$ cat src/rtl/reset_seq_ctrl.sv
// reset_seq_ctrl
// Releases a set of reset domains one at a time after the board reset goes
// away. Each domain must acknowledge before the next one is released. The
// block times out slow acknowledgements and watches for an ack that drops
// once everything is running. A software request restarts the whole sequence.

module reset_seq_ctrl #(
   parameter int N_DOM       = 3,
   parameter int HOLD_CYC    = 2,
   parameter int ACK_TIMEOUT = 4,
   localparam int IDX_W      = (N_DOM > 1) ? $clog2(N_DOM) : 1
) (
   input  logic             clk,
   input  logic             irstn,
   input  logic             sw_rst_req,
   input  logic [N_DOM-1:0] dom_ack,
   output logic [N_DOM-1:0] dom_rstn,
   output logic             all_ready,
   output logic             fault,
   output logic [IDX_W-1:0] fault_idx,
   output logic [1:0]       state_o
);

   // The counter is shared by the initial hold and the ack timeout, so it
   // must reach whichever limit is larger.
   localparam int CNT_MAX = (HOLD_CYC > ACK_TIMEOUT) ? HOLD_CYC : ACK_TIMEOUT;
   localparam int CNT_W   = $clog2(CNT_MAX + 1);

   localparam logic [CNT_W-1:0] HOLD_LAST = CNT_W'(HOLD_CYC - 1);
   localparam logic [CNT_W-1:0] ACK_LAST  = CNT_W'(ACK_TIMEOUT);
   localparam logic [IDX_W-1:0] LAST_IDX  = IDX_W'(N_DOM - 1);
   localparam logic [CNT_W-1:0] CNT_ONE   = CNT_W'(1);
   localparam logic [IDX_W-1:0] IDX_ONE   = IDX_W'(1);

   typedef enum logic [1:0] {
      ST_HOLD    = 2'd0,
      ST_RELEASE = 2'd1,
      ST_RUN     = 2'd2,
      ST_FAULT   = 2'd3
   } state_t;

   state_t           state;
   state_t           state_nxt;
   logic [CNT_W-1:0] cnt;
   logic [CNT_W-1:0] cnt_nxt;
   logic [IDX_W-1:0] idx;
   logic [IDX_W-1:0] idx_nxt;
   logic [N_DOM-1:0] dom_rstn_nxt;
   logic             all_ready_nxt;
   logic             fault_nxt;
   logic [IDX_W-1:0] fault_idx_nxt;

   logic             any_nack;
   logic [IDX_W-1:0] first_nack;

   // Find the lowest-numbered domain whose ack is missing, used to blame a
   // domain when an ack drops while running.
   always_comb begin
      first_nack = '0;
      for (int i = N_DOM - 1; i >= 0; i--) begin
         if (!dom_ack[i]) begin
            first_nack = IDX_W'(i);
         end
      end
   end

   assign any_nack = ~&dom_ack;

   // Next-state and next-output logic; the software request overrides
   // everything else, including an ack arriving on the same edge.
   always_comb begin
      state_nxt     = state;
      cnt_nxt       = cnt;
      idx_nxt       = idx;
      dom_rstn_nxt  = dom_rstn;
      all_ready_nxt = all_ready;
      fault_nxt     = fault;
      fault_idx_nxt = fault_idx;

      if (sw_rst_req) begin
         state_nxt     = ST_HOLD;
         cnt_nxt       = '0;
         idx_nxt       = '0;
         dom_rstn_nxt  = '0;
         all_ready_nxt = 1'b0;
         fault_nxt     = 1'b0;
         fault_idx_nxt = '0;
      end else begin
         case (state)
            ST_HOLD: begin
               if (cnt == HOLD_LAST) begin
                  state_nxt       = ST_RELEASE;
                  cnt_nxt         = '0;
                  idx_nxt         = '0;
                  dom_rstn_nxt[0] = 1'b1;
               end else begin
                  cnt_nxt = cnt + CNT_ONE;
               end
            end

            ST_RELEASE: begin
               if (dom_ack[idx]) begin
                  if (idx == LAST_IDX) begin
                     state_nxt     = ST_RUN;
                     all_ready_nxt = 1'b1;
                  end else begin
                     idx_nxt               = idx + IDX_ONE;
                     dom_rstn_nxt[idx_nxt] = 1'b1;
                     cnt_nxt               = '0;
                  end
               end else if (cnt == ACK_LAST) begin
                  state_nxt     = ST_FAULT;
                  fault_nxt     = 1'b1;
                  fault_idx_nxt = idx;
                  dom_rstn_nxt  = '0;
                  all_ready_nxt = 1'b0;
               end else begin
                  cnt_nxt = cnt + CNT_ONE;
               end
            end

            ST_RUN: begin
               all_ready_nxt = 1'b1;
               dom_rstn_nxt  = '1;
               if (any_nack) begin
                  state_nxt     = ST_FAULT;
                  fault_nxt     = 1'b1;
                  fault_idx_nxt = first_nack;
                  dom_rstn_nxt  = '0;
                  all_ready_nxt = 1'b0;
               end
            end

            ST_FAULT: begin
               dom_rstn_nxt  = '0;
               all_ready_nxt = 1'b0;
               fault_nxt     = 1'b1;
            end

            default: begin
               state_nxt     = ST_HOLD;
               cnt_nxt       = '0;
               idx_nxt       = '0;
               dom_rstn_nxt  = '0;
               all_ready_nxt = 1'b0;
            end
         endcase
      end
   end

   // State and output registers, cleared immediately by the board reset.
   always_ff @(posedge clk or negedge irstn) begin
      if (!irstn) begin
         state     <= ST_HOLD;
         cnt       <= '0;
         idx       <= '0;
         dom_rstn  <= '0;
         all_ready <= 1'b0;
         fault     <= 1'b0;
         fault_idx <= '0;
      end else begin
         state     <= state_nxt;
         cnt       <= cnt_nxt;
         idx       <= idx_nxt;
         dom_rstn  <= dom_rstn_nxt;
         all_ready <= all_ready_nxt;
         fault     <= fault_nxt;
         fault_idx <= fault_idx_nxt;
      end
   end

   assign state_o = state;

endmodule

$ cat config.mk
export PLATFORM = sky130hd
export DESIGN_NAME = reset_seq_ctrl
export DESIGN_NICKNAME = d
export VERILOG_FILES = /design/src/rtl/reset_seq_ctrl.sv
export SDC_FILE = /design/constraint.sdc
export NUM_CORES = 1
export LEC_CHECK = 0
export BUFFER_PORTS_ARGS = -buffer_cell sky130_fd_sc_hd__buf_2
export CAP_MARGIN = 25
export CORE_MARGIN = 2
export CORE_UTILIZATION = 50
export CTS_CLUSTER_SIZE = 20
export DETAILED_ROUTE_END_ITERATION = 6
export GPL_TIMING_DRIVEN = 1
export PLACE_DENSITY = 0.74
export SETUP_SLACK_MARGIN = 0.5
export SYNTH_ARGS = -nofsm -noshare
export SYNTH_HDL_FRONTEND = slang
export SYNTH_SLANG_ARGS = --single-unit
$ cat constraint.sdc
create_clock -name clk -period 1.92 [get_ports clk]
set_input_delay 0.096 -clock clk [delete_from_list [all_inputs] [get_ports clk]]
set_output_delay 0.096 -clock clk [all_outputs]
set_load 0.01 [all_outputs]
==> impl_metrics.toml, run 1 <==
[run_status]
status = "finished clean"

[finish]
drive_gt1_frac = 0.5301
syn2layout_area_growth_pct = 48.09
fin_area_mm2 = 0.001603
antenna_cells = 0
fin_nets = 185
final_core_util = 0.8006
final_cells = 193

[clock_network]
clock_latency_ns = 0.31
cts-root-buf = "clkbuf_4"
cts_buffers = 3
clkSinkCount = 14
cts_tree = "yes"
clk_pin_slew_ns = 0.10
clockBufferDepth = 2
htreeDepth = 1

[logic_synthesis]
yosysUniqueCellTypes = 36
synth_edf_count = 0
ys_ff_latch = 14
synthArstFlopShare = 1.000
syn_inst = 126
synth_area_leaders = "dfrtp_1, ha_1, a21oi_1, o21ai_0, nor2_1"
synthFlopType = "dfrtp_1"
synth_area_leader_cell = "dfrtp_1"
yosysWarnings = 0
syn_area_mm2 = 0.001082
syn-num-nets = 144
avgSynthCellArea_um2 = 8.590
netlist.area_leader.share = 0.3237
synth-seq-area-share = 0.3237

[grt]
met2_usage = 0.4934
grt_pass1_vias = 1077
grt_first_pass_wirelength_um = 5195
busiest_layer = "met2"
antenna_found_initial = 0
use_met3 = 0.04167
use_met1 = 0.3194
grt_max_degree = 18
groute.usage.overall = 0.2724
grt.overflow.total = 0

[timing]
layout_min_cycle_time_ns = 1.907
setup_viol = 0
rsz0062_at_grt = "yes"
fin_crit_sh = 0.9934
worst_pin_slew_ns = 0.4753
timing.hold.ws_ns = 0.1860
hold_violations = 0
slew_violations = 0
relSlewSlack = 0.6832
finClkSkew_ns = 0.01098
max_freq_ghz = 0.5243

[critical_path]
crit_path_end_kind = "flop"
crit_fanout = 7
critPathRequiredTime_ns = 2.15
path_class = "reg2reg"
worst_setup_path_start_kind = "flop"
cp.arrival_ns = 2.14
ff2ff_path_depth = 8

[route]
num_vias = 1240
first_pass_iters = 4
ant_nets = 0
drt-initial-drc-count = 70
drt-total-wl_um = 3875
wl_per_cell_um = 20.08
drt_drc_violations_left = 0
vias_per_cell = 6.425

[place]
dp.cells = 167
place.gp.congestion = 0.8507
place.port_buffers = 14
dp_hpwl_um = 1957
place_area_mm2 = 0.001257

[floorplanning]
die_w_um = 50.53
ios = 15
row_count = 16
die_h_um = 50.53
core_mm2 = 0.002002
initial_core_util = 0.5406
dieArea_mm2 = 0.002553

[pwr]
p_int_w = 0.001055
switching_share = 0.4417
combPwrFrac = 0.645
leakagePower_nw = 0.7049
seq_power_share = 0.229
p_clk_frac = 0.126
power.total_w = 0.001890
power.switching_w = 0.0008347
powerDensity_mw_per_mm2 = 1179
vdd_drop_max_mv = 0.7716

[hold_path]
hold_class = "in2reg"
holdPathStages = 2

[flow_run]
drv_cap = 0
## sequential cells by signal, indices dropped and copies added (netlist names)
name	cells
cnt	3
idx	2
dom_rstn	3
fault	1
fault_idx	2
all_ready	1
state_o	2
## cells by family after synthesis
group                    share of synthesized area
flip-flops                                  0.3237
multiplexers                               0.05202
adder cells (fa/ha/maj)                     0.1387
buffers and inverters                      0.05203
AO/OA/AOI/OAI                               0.2335
AND/OR/NAND/NOR                             0.2000
## placed cells by master (no fill, tap or decap), drive strengths merged, types with 3 or more instances in the layout
cell	Yosys	layout
buf	2	40
dfrtp	14	14
nor2	12	12
ha	12	12
inv	10	10
a21oi	10	10
o21ai	10	10
nand2	9	9
nand2b	5	5
nand3	4	4
clkbuf	3	4
o211ai	3	3
mux2i	3	3
## timing repair
action,in CTS,in global routing
pin swaps,6,7
buffers inserted,11,10
resized for setup,18,17
hold buffers,1,0
endpoints found under the hold margin,14,0
endpoints found under the setup margin,14,14
## routing by layer
metal,vias up,part of all wire,wire length (µm)
met4,0,0.043,167
met2,95,0.50,1953
met3,18,0.10,392
met5,-,0,0
li1,527,-,-
met1,600,0.35,1361
## layout make-up
cell class	instances	area, µm²
tap	27	33.78
fill	116	399.1
clock buffer	4	36.28
multi-input combinational	97	853.3
inverter	10	42.54
sequential	14	354.1
timing repair buffer	41	282.8
## power by group through the flow
stage	Sequential [W]	Clock (W)	Combinational [W]
after floorplan	0.000447	0	0.000581
after global placement	0.000427	0	0.000762
after detailed placement	0.000435	0	0.000781
after CTS	0.000425	0.000229	0.000959
after global routing	0.000441	0.000242	0.00130
final	0.000433	0.000238	0.00122
## stage by stage
stage | TNS [ns] | worst slack (ns)
CTS | 0 | 0.1596
finish | 0 | 0.01274
global route | -0.02132 | -0.02132
floorplan | 0 | 0.1378
detailed placement | 0 | 0.09044
global placement | 0 | 0.1489
## Yosys cell counts, types with 2 or more instances
cell type,n
dfrtp_1,14
ha_1,12
nor2_1,12
a21oi_1,10
inv_1,10
nand2_1,9
o21ai_0,9
nand2b_1,5
nand3_1,4
clkbuf_1,3
mux2i_1,3
o211ai_1,3
a22oi_1,2
a31oi_1,2
and3_1,2
buf_1,2
nand3b_1,2
nor3_1,2
o21a_1,2
o32ai_1,2
## critical path, stage by stage (launching register included)
cell     delay [ns]
dfrtp_2        0.47
inv_4          0.09
ha_4           0.19
buf_4          0.12
buf_6          0.10
nor2_1         0.06
a21oi_1        0.39
nand4_1        0.23
a21oi_1        0.17
## final timing paths
| kind | from | end | slack [ns] |
|---|---|---|---|
| max | state_o[1] | cnt[2] | 0.01 |
| min reg2reg | fault | fault | 0.54 |
| min in group asynchronous | irstn | state_o[1] | 0.21 |
| max in group asynchronous | irstn | idx[1] | 1.42 |
| max reg2reg | state_o[1] | cnt[2] | 0.01 |
| min | sw_rst_req | fault | 0.19 |
(Power assumes the default switching activity.)
==> run 2: changes to the inputs <==
--- a/config.mk
+++ b/config.mk
@@ -7,11 +7,12 @@
 export LEC_CHECK = 0
 export BUFFER_PORTS_ARGS = -buffer_cell sky130_fd_sc_hd__buf_2
 export CAP_MARGIN = 25
+export CORE_ASPECT_RATIO = 0.6
 export CORE_MARGIN = 2
 export CORE_UTILIZATION = 50
 export CTS_CLUSTER_SIZE = 20
 export DETAILED_ROUTE_END_ITERATION = 6
-export GPL_TIMING_DRIVEN = 1
+export GPL_TIMING_DRIVEN = 0
 export PLACE_DENSITY = 0.74
 export SETUP_SLACK_MARGIN = 0.5
 export SYNTH_ARGS = -nofsm -noshare
==> run 2 against run 1 <==
Compared with the run above: critical path type unchanged; design area fell by 5.5%; sequential power is essentially flat; worst setup slack improved by 0.10 ns; first-iteration DRC count is 23% higher; via count down 11%; largest power group unchanged; clock skew down 0.00079 ns; clock power down 4%; sequential share of layout area grew 1.4 points; non-clock buffer count fell by 8.
==> impl_metrics.toml, run 2 (synthesis results as in run 1) <==
[timing]
relSlewSlack = 0.6063
setup_viol = 0
setup_ws_ns = 0.1136
worst_pin_slew_ns = 0.5906
slew_violations = 0
timing.hold.ws_ns = 0.2176
max_freq_ghz = 0.5536
hold_violations = 0
finClkSkew_ns = 0.01019
fin_setup_tns_ns = 0
layout_min_cycle_time_ns = 1.806
rsz0062_at_grt = "yes"
fin_crit_sh = 0.9408

[floorplanning]
die_h_um = 40.04
initial_core_util = 0.5588
ios = 15
dieArea_mm2 = 0.002565
die_w_um = 64.07
core_mm2 = 0.001937
row_count = 12

[clock_network]
cts_tree = "yes"
clockBufferDepth = 2
cts_buffers = 3
clock_latency_ns = 0.30
cts-root-buf = "clkbuf_4"
clkSinkCount = 14
htreeDepth = 1
clk_pin_slew_ns = 0.10

[place]
post-place-ws_ns = -0.02796
place.gp.congestion = 0.8352
dp_hpwl_um = 2009
place.port_buffers = 13

[run_status]
status = "finished clean"

[grt]
antenna_found_initial = 0
grt_first_pass_wirelength_um = 4774
grt_max_degree = 15
groute.usage.overall = 0.2599
grt.overflow.total = 0
grt_pass1_vias = 967

[route]
drt-initial-drc-count = 86
drt_drc_violations_left = 0
wl_per_cell_um = 16.34
drt-total-wl_um = 3039
num_vias = 1109
vias_per_cell = 5.962
ant_nets = 0
first_pass_iters = 4

[finish]
final_core_util = 0.7817
drive_gt1_frac = 0.4557
syn2layout_area_growth_pct = 39.88
antenna_cells = 0
fill_cells = 115
final_common_cell = "buf_2"
top_regs = "cnt: 3 flops, dom_rstn: 3 flops"
fin_nets = 177
final_cell_mix = "buf_2, buf_4, nor2_1, dfrtp_1, ha_1"

[critical_path]
crit_fanout = 5
path_class = "reg2reg"
worst_setup_path_start_kind = "flop"
crit_path_end_kind = "flop"
critPathRequiredTime_ns = 2.12
cp.arrival_ns = 2.00

[pwr]
p_clk_frac = 0.135
p_int_w = 0.0009551
combPwrFrac = 0.609
leakagePower_nw = 0.6507
seq_power_share = 0.256
power.total_w = 0.001683
vdd_drop_max_mv = 0.6198
power.switching_w = 0.0007275
powerDensity_mw_per_mm2 = 1111
switching_share = 0.4324

[flow_run]
drv_cap = 0

[hold_path]
hold_class = "in2async"
-- run 2: layer usage --
metal  track usage  wire (µm)
met2        0.4036       1377
met5             0          0
met4        0.1087         55
met3       0.05337        272
met1        0.3601       1333
-- run 2: final timing paths --
path	end	cells past startpoint	from	slack [ns]
max	state_o[0]	6	idx[0]	0.11
min	all_ready	2	irstn	0.22
max reg2reg	state_o[0]	6	idx[0]	0.11
min reg2reg	fault	2	fault	0.52
max in group asynchronous	state_o[1]	2	irstn	1.44
min in group clk	dom_rstn[1]	2	sw_rst_req	0.25
-- run 2: repair_timing --
item	in CTS	in global routing
pin swaps	11	12
hold endpoints to repair	14	0
hold buffers	1	0
buffers inserted	11	3
endpoints found under the setup margin	14	14
gates resized for setup	21	11
-- run 2: layout make-up --
| type | count | area, µm² | area share |
|---|---|---|---|
| clock buffers | 4 | 36.28 | 0.02397 |
| multi-input cells | 97 | 818.3 | 0.5405 |
| repair buffers | 28 | 191.4 | 0.1264 |
| inverters | 10 | 40.04 | 0.02645 |
| plain buffers | 5 | 37.54 | 0.02479 |
| flip-flops and latches | 14 | 355.3 | 0.2347 |
| well taps | 28 | 35.03 | 0.02314 |
-- run 2: metrics by stage --
step / instances / cell area, µm²
4_1_cts: 183 / 1446
3_3_place_gp: 167 / 1254
2_1_floorplan: 126 / 1154
6_report: 186 / 1514
3_5_place_dp: 167 / 1254
5_1_grt: 186 / 1514
-- run 2: worst max-delay path: stages (launching register included) --
cell	delay (ns)
dfrtp_2	0.47
inv_2	0.10
ha_1	0.19
nand2b_1	0.16
mux2i_2	0.09
or3_4	0.39
mux2_4	0.30
-- run 2: power groups by stage --
stage / Combinational (W) / Sequential (W) / Clock, W
global route: 0.00109 / 0.000440 / 0.000238
CTS: 0.000917 / 0.000431 / 0.000223
detailed placement: 0.000787 / 0.000437 / 0
finish: 0.00102 / 0.000431 / 0.000228
floorplan: 0.000581 / 0.000447 / 0
global placement: 0.000767 / 0.000429 / 0
